--- src/rtl/mips_if_stage.sv ---
// mips_if_stage: MIPS instruction-fetch stage with PC register, IF/ID pipeline register and fetch/stall counters
//   clk, reset (async active-low)        : clock and reset
//   imem_addr / imem_rdata               : word index out, combinational instruction word in
//   stall, redirect, redirect_pc         : hold request, taken-branch flush and its byte target
//   pc, if_id_instr, if_id_pc4, if_id_valid : fetch PC and IF/ID register contents
//   fetch_cnt, stall_cnt                 : saturating event counters
module mips_if_stage #(
    parameter logic [31:0] RESET_PC = 32'h0000_0000,
    parameter int          IMEM_AW  = 8
) (
    input  logic               clk,
    input  logic               reset,
    output logic [IMEM_AW-1:0] imem_addr,
    input  logic [31:0]        imem_rdata,
    input  logic               stall,
    input  logic               redirect,
    input  logic [31:0]        redirect_pc,
    output logic [31:0]        pc,
    output logic [31:0]        if_id_instr,
    output logic [31:0]        if_id_pc4,
    output logic               if_id_valid,
    output logic [31:0]        fetch_cnt,
    output logic [31:0]        stall_cnt
);
    logic [31:0] r_pc;
    logic [31:0] r_instr;
    logic [31:0] r_pc4;
    logic        r_valid;
    logic [31:0] r_fetch_cnt;
    logic [31:0] r_stall_cnt;
    logic [31:0] w_pc4;
    assign w_pc4     = r_pc + 32'd4;
    assign imem_addr = r_pc[IMEM_AW+1:2];
    always_ff @(posedge clk or negedge reset) begin
        if (!reset) begin
            r_pc        <= RESET_PC;
            r_instr     <= '0;
            r_pc4       <= '0;
            r_valid     <= 1'b0;
            r_fetch_cnt <= '0;
            r_stall_cnt <= '0;
        end else if (redirect) begin
            r_pc    <= {redirect_pc[31:2], 2'b00};
            r_instr <= '0;
            r_pc4   <= '0;
            r_valid <= 1'b0;
        end else if (stall) begin
            r_stall_cnt <= (&r_stall_cnt) ? r_stall_cnt : r_stall_cnt + 32'd1;
        end else begin
            r_pc        <= w_pc4;
            r_instr     <= imem_rdata;
            r_pc4       <= w_pc4;
            r_valid     <= 1'b1;
            r_fetch_cnt <= (&r_fetch_cnt) ? r_fetch_cnt : r_fetch_cnt + 32'd1;
        end
    end
    assign pc          = r_pc;
    assign if_id_instr = r_instr;
    assign if_id_pc4   = r_pc4;
    assign if_id_valid = r_valid;
    assign fetch_cnt   = r_fetch_cnt;
    assign stall_cnt   = r_stall_cnt;
endmodule
--- config.mk ---
export PLATFORM = sky130hd
export DESIGN_NAME = mips_if_stage
export DESIGN_NICKNAME = d
export VERILOG_FILES = /design/src/rtl/mips_if_stage.sv
export SDC_FILE = /design/constraint.sdc
export NUM_CORES = 1
export LEC_CHECK = 0
export ABC_CLOCK_PERIOD_IN_PS = 2100
export BUFFER_PORTS_ARGS = -buffer_cell sky130_fd_sc_hd__clkbuf_2
export CORE_ASPECT_RATIO = 2
export CORE_UTILIZATION = 35
export CTS_BUF_LIST = sky130_fd_sc_hd__clkbuf_4 sky130_fd_sc_hd__clkbuf_8
export DETAILED_ROUTE_END_ITERATION = 10
export SLEW_MARGIN = 20
export SYNTH_ARGS = -nofsm -noshare
export SYNTH_HDL_FRONTEND = slang
export SYNTH_SLANG_ARGS = --single-unit
--- constraint.sdc ---
create_clock -name clk -period 2.1 [get_ports clk]
set_input_delay 0 -clock clk [delete_from_list [all_inputs] [get_ports clk]]
set_output_delay 0 -clock clk [all_outputs]
set_load 0.02 [all_outputs]
### After elaboration in Yosys (flattened, before gate mapping)

Cells that the tools add are included.

| operators by class | value |
|---|---|
| reductions and logical operators | 4 |
| multiplexer cells | 7 |
| bitwise gates (word level) | 4 |
| equal/unequal tests | 1 |
| $add $sub $neg | 3 |

Operator list:

| cell | count |
|---|---|
| 32-bit two-way mux | 5 |
| 32-bit by 1-bit adder with 32-bit output, second input constant | 2 |
| 32-bit AND reduction | 2 |
| 32-bit by 3-bit adder with 32-bit output, second input constant | 1 |
| 3-bit AND reduction | 2 |
| 1-bit inverter | 4 |
| 1-bit two-way mux | 2 |
| 2-bit by 1-bit inequality test with 1-bit output, second input constant | 1 |

| word-level totals | value |
|---|---|
| output and inout port bits | 169 |
| flip-flop bits (word level) | 161 |

### Logic depth before layout (Yosys ltp)

Gate-level depths: netlist of the first run.

| depth | value |
|---|---|
| depth in word-level cells | 3 |
| gate-level depth with buffers | 8 |

### Worst setup path before layout of the first run

OpenSTA, ideal clock, no wires.

| path | value |
|---|---|
| kind | reg-to-reg |
| from | register r_stall_cnt[14], in the netlist stall_cnt[14] |
| to | register r_stall_cnt[21], in the netlist stall_cnt[21] |
| setup slack | -82 ps |
| library setup time | 138 ps |
| cell stages (with the launch flop) | 6 |
| period minus slack after synthesis | 2182 ps |
| path buffers | 0 |
| data arrival time | 2044 ps |
| cells stage by stage | dfrtp_1 nand4_2 or4_4 o41ai_4 nor4_1 xor2_1 |

| on the way | value |
|---|---|
| longest elaborated chain between the ends | 3 |

Ends and longest elaborated chain:

| what | line | RTL |
|---|---|---|
| from (decl) | 30 | `logic [31:0] r_stall_cnt;` |
| from (signal assigned) | 48 | `r_stall_cnt <= (&r_stall_cnt) ? r_stall_cnt : r_stall_cnt + 32'd1;` |
| parallel branches: the longest is 3 deep, another holds 32-bit by 1-bit adder with 32-bit output | n/a |  |

Parallel ways; which one is timed is not known.
A chain may end at the register's enable or synchronous reset.

### Final worst setup path of the first run

| path | value |
|---|---|
| from | register r_pc[2], in the netlist pc[2] |
| to | register r_pc4[20], in the netlist if_id_pc4[20] |

| on the way | value |
|---|---|
| longest elaborated chain between the ends | 3 |

Ends and longest elaborated chain:

| what | line | RTL |
|---|---|---|
| from (decl) | 25 | `logic [31:0] r_pc;` |
| from (signal assigned) | 43 | `r_pc <= {redirect_pc[31:2], 2'b00};` |
| from (signal assigned) | 50 | `r_pc <= w_pc4;` |
| 32-bit by 3-bit adder with 32-bit output | 32 | `assign w_pc4 = r_pc + 32'd4;` |
| 32-bit two-way mux | 47 | `end else if (stall) begin` |
| 32-bit two-way mux | 42 | `end else if (redirect) begin` |
| to (signal assigned) | 52 | `r_pc4 <= w_pc4;` |
| to (decl) | 27 | `logic [31:0] r_pc4;` |

No other way between the ends. The select of a mux whose other input is x is not followed.

==> metrics.cfg, run 1 <==
[critical_path]
cp-endpoint=if_id_pc4[20]
rr_startpoint=pc[2]
crit_chain=ha_1, nand4_1, or4_4, or3_1, a311oi_2
reg2reg_depth=5
arrival_ns=2.43
r2r-end=if_id_pc4[20]
crit_start=pc[2]
path_class=reg2reg
critPathMaxStageDelay_ns=0.58
r2r_slack_ns=0.07
worst-path-stages=5
required_ns=2.50
crit_family=simple AND/OR/NAND/NOR gates
cp_num_buf_inv=0
startpoint_type=flop
path_max_fanout=20
cp_slowest_cell=or4_4
endpoint_kind=flop

[drt]
initialDrtViolationCount=254
wl_um=23200
vias=7167
ant_nets=0
drc=0
via_per_inst=4.99
avgRoutedWirePerCell_um=16.2
drtPass1Iterations=4

[place]
dp_hpwl_um=16900
routabilityCongestion=0.855
io_buffers=232

[power]
p_sw_share_pct=32.8
p_seq_share_pct=47.5
leakagePower_nw=5.23
ir_drop_mv=0.585
p_sw_w=0.00242
p_total_w=0.00739
p_clk_share_pct=29.9
power.density_nw_per_um2=680
internal_power_w=0.00497
combPwrFrac_pct=22.5

[cells_and_area]
seq_area_um2=3960
final_util_pct=49.3
area_growth_pct=38.7
finalNetCount=1218
multi_input_area_um2=3610
num-fill-cells=2117
drive_above_1_share_pct=32.5
diodes=0

[timing]
fin_tns_setup_ns=0
fmax_mhz=493
rsz0062_at_grt=yes
max_slew_margin_pct=44.4
post-route-period-util_pct=96.6
clock_skew_ns=0.0161
hold_viol=0
holdWs_ns=0.0601
worst_slew_pin_slew_ns=0.834
period_needed_ns=2.03
slew_viol_final=0
setup_viol=0

[logic_synthesis]
synthFlopType=dfrtp_1
synthCells=796
synth_most_common_cell=dfrtp_1
yosys.area.top_type=dfrtp_1
synthDistinctLibCells=48
synth-seq-cells=158
synth_edf_count=0
synth_area_leaders=dfrtp_1, xnor2_1, mux2i_1
yosysTopAreaCellShare_pct=50.4
avgSynthCellArea_um2=9.85
synth_common_cells=dfrtp_1, nor2_1, xnor2_1
synth_seq_area_share_pct=50.4
ys_async_sr_fraction_pct=100
synth_area_um2=7840
synth_warnings=0

[global_routing]
grt_start_max_net_pins=72
overflow=0
antenna_found_initial=0
grt_util_all_layers_pct=20.7
grt_pass1_vias=7338
grt_pass1_wl_um=36200

[clocking]
cts_sinks=158
insertion_delay_ns=0.51
tritoncts=done
cts_setup_buffers=0
numCtsBuffers=17
cts-root-buf=clkbuf_8
cts_max_path_buffers=2
cts_max_level=4
path_clk_slew_ns=0.09

[outcome]
status=completed

[hold_path]
hp-class=in2async

[die]
core.rowCount=77
start_util_pct=35.5
io_pins=237
die_area_um2=23000
die_w_um=108
die_h_um=214
fp.coreArea_um2=22100

[run]
cap_violations=0

==> registers in the layout (all words and copies together), names as in the netlist <==
register and cells:
if_id_instr 32, if_id_valid 1, fetch_cnt 32, if_id_pc4 31
pc 30, stall_cnt 32
==> routing by layer <==
metal	track usage (%)	share of wire, %	vias to the layer above	wire length [um]
met2	39.8	58	198	13400
li1	-	-	3449	-
met1	19.9	35	3467	8070
met5	0	0	-	0
met4	12.3	4.0	0	929
met3	3.98	3.6	53	833
==> per-stage QoR <==
| step | area [um^2] | cells | worst slack (ns) |
|---|---|---|---|
| global route | 10900 | 1436 | -0.0177 |
| detailed placement | 9780 | 1336 | 0.103 |
| global placement | 9780 | 1336 | 0.0885 |
| floorplan | 7850 | 797 | 0.0117 |
| CTS | 10800 | 1436 | 0.0891 |
| finish | 10900 | 1436 | 0.0718 |
==> worst min path at each step <==
stage                      from             to  slack, ns  cells past startpoint
after floorplan           reset   fetch_cnt[0]      -0.30                      0
after global placement    reset  fetch_cnt[26]       0.02                      1
after detailed placement  reset  fetch_cnt[26]       0.02                      1
after CTS                 reset  fetch_cnt[26]       0.03                      2
after global routing      reset  fetch_cnt[31]       0.09                      2
final                     reset  fetch_cnt[31]       0.06                      2
==> area by class of cell <==
| type | count | share of cell area, % |
|---|---|---|
| clock buffer | 20 | 2.42 |
| sequential | 158 | 36.4 |
| multi-input combinational | 568 | 33.2 |
| inverter | 15 | 0.518 |
| tap | 276 | 3.18 |
| timing repair buffer | 387 | 23.3 |
| clock inverter | 12 | 1.04 |
==> what timing repair did <==
item	4_1_cts	5_1_grt
endpoints found under the setup margin	0	14
resized for setup	0	7
hold buffers	68	0
hold endpoints to repair	222	0
==> cell usage in the layout (no fill, tap or decap), types with 3 or more instances in the layout <==
master         count
a211oi_1          14
a21oi_1           17
a311oi_1           3
and2_1             9
and3_1            19
and4_1             7
buf_4             87
clkbuf_2         229
clkbuf_8          18
clkinvlp_4         5
dfrtp_1          155
dfrtp_2            3
dlygate4sd3_1     68
inv_1             14
inv_6              3
mux2_2             4
mux2i_1           33
nand2_1           76
nand2b_1           3
nand3_1           32
nand4_1           30
nor2_1            81
nor3_1            35
nor4_1            18
nor4_2             3
nor4b_1            3
o21ai_0           34
or2_2              6
or3_1              4
xnor2_1           81
xor2_1            27
==> worst register-to-register path, cell delays in order, from the launching register on <==
cell and delay (ns):
dfrtp_2 0.39, ha_1 0.18, nand4_1 0.12, or4_4 0.58, or3_1 0.38, a311oi_2 0.27
==> power groups by stage <==
stage	Sequential (W)	Combinational, W	Clock (W)
after global placement	0.00357	0.00155	0
after floorplan	0.00388	0.000559	0
after CTS	0.00352	0.00167	0.00229
final	0.00352	0.00167	0.00221
after global routing	0.00355	0.00181	0.00239
after detailed placement	0.00358	0.00156	0
==> logic make-up (layout without fill, tap and decap cells) <==
logic type,after synthesis,in the layout,synth area share (%)
and+or+nand+nor,340,340,22.0
DFF,158,158,50.4
xor gates and xnor gates,108,108,12.1
AOI/OAI and AO/OA,78,78,6.11
buffers and inverters,71,434,4.09
muxes,37,37,4.79
adders and majority gates,3,3,0.479
other,1,2,0.0478
Note: power is estimated with default switching activity, not from simulation.
==> run 2: changes to the inputs <==
--- a/config.mk
+++ b/config.mk
@@ -5,12 +5,13 @@
 export SDC_FILE = /design/constraint.sdc
 export NUM_CORES = 1
 export LEC_CHECK = 0
-export ABC_CLOCK_PERIOD_IN_PS = 2100
+export ABC_CLOCK_PERIOD_IN_PS = 2000
 export BUFFER_PORTS_ARGS = -buffer_cell sky130_fd_sc_hd__clkbuf_2
 export CORE_ASPECT_RATIO = 2
 export CORE_UTILIZATION = 35
 export CTS_BUF_LIST = sky130_fd_sc_hd__clkbuf_4 sky130_fd_sc_hd__clkbuf_8
 export DETAILED_ROUTE_END_ITERATION = 10
+export SETUP_SLACK_MARGIN = 0.2
 export SLEW_MARGIN = 20
 export SYNTH_ARGS = -nofsm -noshare
 export SYNTH_HDL_FRONTEND = slang
==> constraint.sdc (replaced) <==
create_clock -name clk -period 2 [get_ports clk]
set_input_delay 0 -clock clk [delete_from_list [all_inputs] [get_ports clk]]
set_output_delay 0 -clock clk [all_outputs]
set_load 0.02 [all_outputs]
==> metrics.cfg, run 2 (synthesis results as in run 1) <==
[clocking]
cts-root-buf=clkbuf_8
cts_sinks=158
tritoncts=done
insertion_delay_ns=0.49
cts_max_level=4
path_clk_slew_ns=0.10
numCtsBuffers=17
cts_max_path_buffers=2

[drt]
initialDrtViolationCount=285
via_per_inst=5.07
drc=0
wl_met2_um=14500
wirelength_met1_um=9210
drtPass1Iterations=4
ant_nets=0
wl_um=26100
highest_layer=met4
wl_met3_um=1050
vias=7559
avgRoutedWirePerCell_um=17.5

[global_routing]
antenna_found_initial=3
grt_pass1_wl_um=39500
overflow=0
grt_pass1_vias=7577
grt_start_max_net_pins=101
grt_util_all_layers_pct=22.8

[critical_path]
rr_startpoint=pc[2]
crit_chain=ha_4, nand4_1, buf_4, or4_4, or3_1, a311oi_1
startpoint_type=flop
required_ns=2.39
crit_family=simple AND/OR/NAND/NOR gates
endpoint_kind=flop
reg2reg_depth=6
cp_num_buf_inv=1
crit_start=pc[2]
critPathMaxStageDelay_ns=0.51
cp_slowest_cell=or4_4
arrival_ns=2.43
path_max_fanout=8
r2r-end=if_id_pc4[20]
r2r_slack_ns=-0.04
path_class=reg2reg

[cells_and_area]
layout.cells.most_common_list=clkbuf_2, dfrtp_1, buf_4
finalNetCount=1269
num-fill-cells=1964
drive_above_1_share_pct=42.5
layoutNonFillerInstCount=1490
final_common_cell=clkbuf_2
final_util_pct=55.5
area_growth_pct=56.1

[timing]
worst_slew_pin_slew_ns=1.00
period_needed_ns=2.04
post-route-period-util_pct=102
max_slew_margin_pct=33.2
fin_tns_setup_ns=-0.121
setup_slack_ns=-0.0402
setup_viol=7
rsz0062_at_grt=yes
fmax_mhz=490
hold_viol=0
clock_skew_ns=0.0148
slew_viol_final=0

[die]
start_util_pct=35.5
fp.coreArea_um2=22100
die_w_um=108
die_h_um=214
core.rowCount=77
die_area_um2=23000
io_pins=237

[hold_path]
hp-class=in2async

[power]
leakagePower_nw=5.89
power.density_nw_per_um2=684
ir_drop_mv=0.613

[place]
dp.cells=1324
dp_slack_ns=-0.00774
dp_hpwl_um=17500
io_buffers=232
routabilityCongestion=0.853

[outcome]
status=complete, but fails checks
violations=negative setup slack

[run]
cap_violations=0

==> run 2: cell count changes in the layout (fill, tap and decap cells not counted), sizes merged <==
cell / previous run / this run
buf: 90 / 120
bufinv: 1 / 4
clkbuf: 249 / 248
clkinv: 4 / 5
clkinvlp: 5 / 3
diode: 0 / 3
dlygate4sd3: 68 / 87
inv: 17 / 16
or4: 3 / 5
==> run 2: how the worst max path moves through the flow <==
stage,end,slack [ns],cells after the start
2_1_floorplan,stall_cnt[29],0.02,5
3_3_place_gp,pc[26],0.01,6
3_5_place_dp,if_id_pc4[22],-0.008,5
4_1_cts,pc[30],-0.02,7
5_1_grt,if_id_pc4[26],-0.14,7
6_report,if_id_pc4[20],-0.04,6
==> run 2: where the power goes <==
part	leakage [nW]	switching (W)	internal, W
Sequential	2.01	0.000268	0.00346
Combinational	3.66	0.00112	0.000840
Clock	0.214	0.00130	0.00139
==> run 2: area by class of cell <==
class / instances / area, um^2 / area share, %
multi-input combinational: 570 / 4350 / 35.5
sequential: 158 / 3990 / 32.6
timing repair buffer: 436 / 3050 / 24.9
tap: 276 / 345 / 2.82
clock buffer: 19 / 249 / 2.03
clock inverter: 13 / 188 / 1.53
inverter: 15 / 56.3 / 0.460
antenna: 3 / 7.51 / 0.0613
==> run 2: stage by stage <==
stage | area, um^2 | hold WS (ns) | total power (W)
after floorplan | 8110 | -0.296 | 0.00472
after CTS | 11700 | 0.0341 | 0.00838
after global placement | 9910 | -0.0791 | 0.00540
after detailed placement | 9910 | -0.0775 | 0.00544
final | 12200 | 0.0571 | 0.00837
after global routing | 12200 | 0.0515 | 0.00878
==> run 2: metal layers <==
layer / global-route usage (%) / vias up
li1: - / 3557
met1: 23.5 / 3702
met2: 42.2 / 229
met3: 4.74 / 71
met4: 13.0 / 0
met5: 0 / -
==> run 2: tightest hold or removal path, stage by stage <==
cell and delay (ns):
dlygate4sd3_1 0.54, buf_6 0.15, buf_12 0.21
==> run 2: timing repair <==
item / 4_1_cts / 5_1_grt
setup buffers: 18 / 20
hold endpoints to repair: 223 / 0
setup endpoints to repair: 76 / 99
gates resized for setup: 61 / 75
pin swaps: 16 / 34
hold buffers: 88 / 0
cloned: 3 / 2
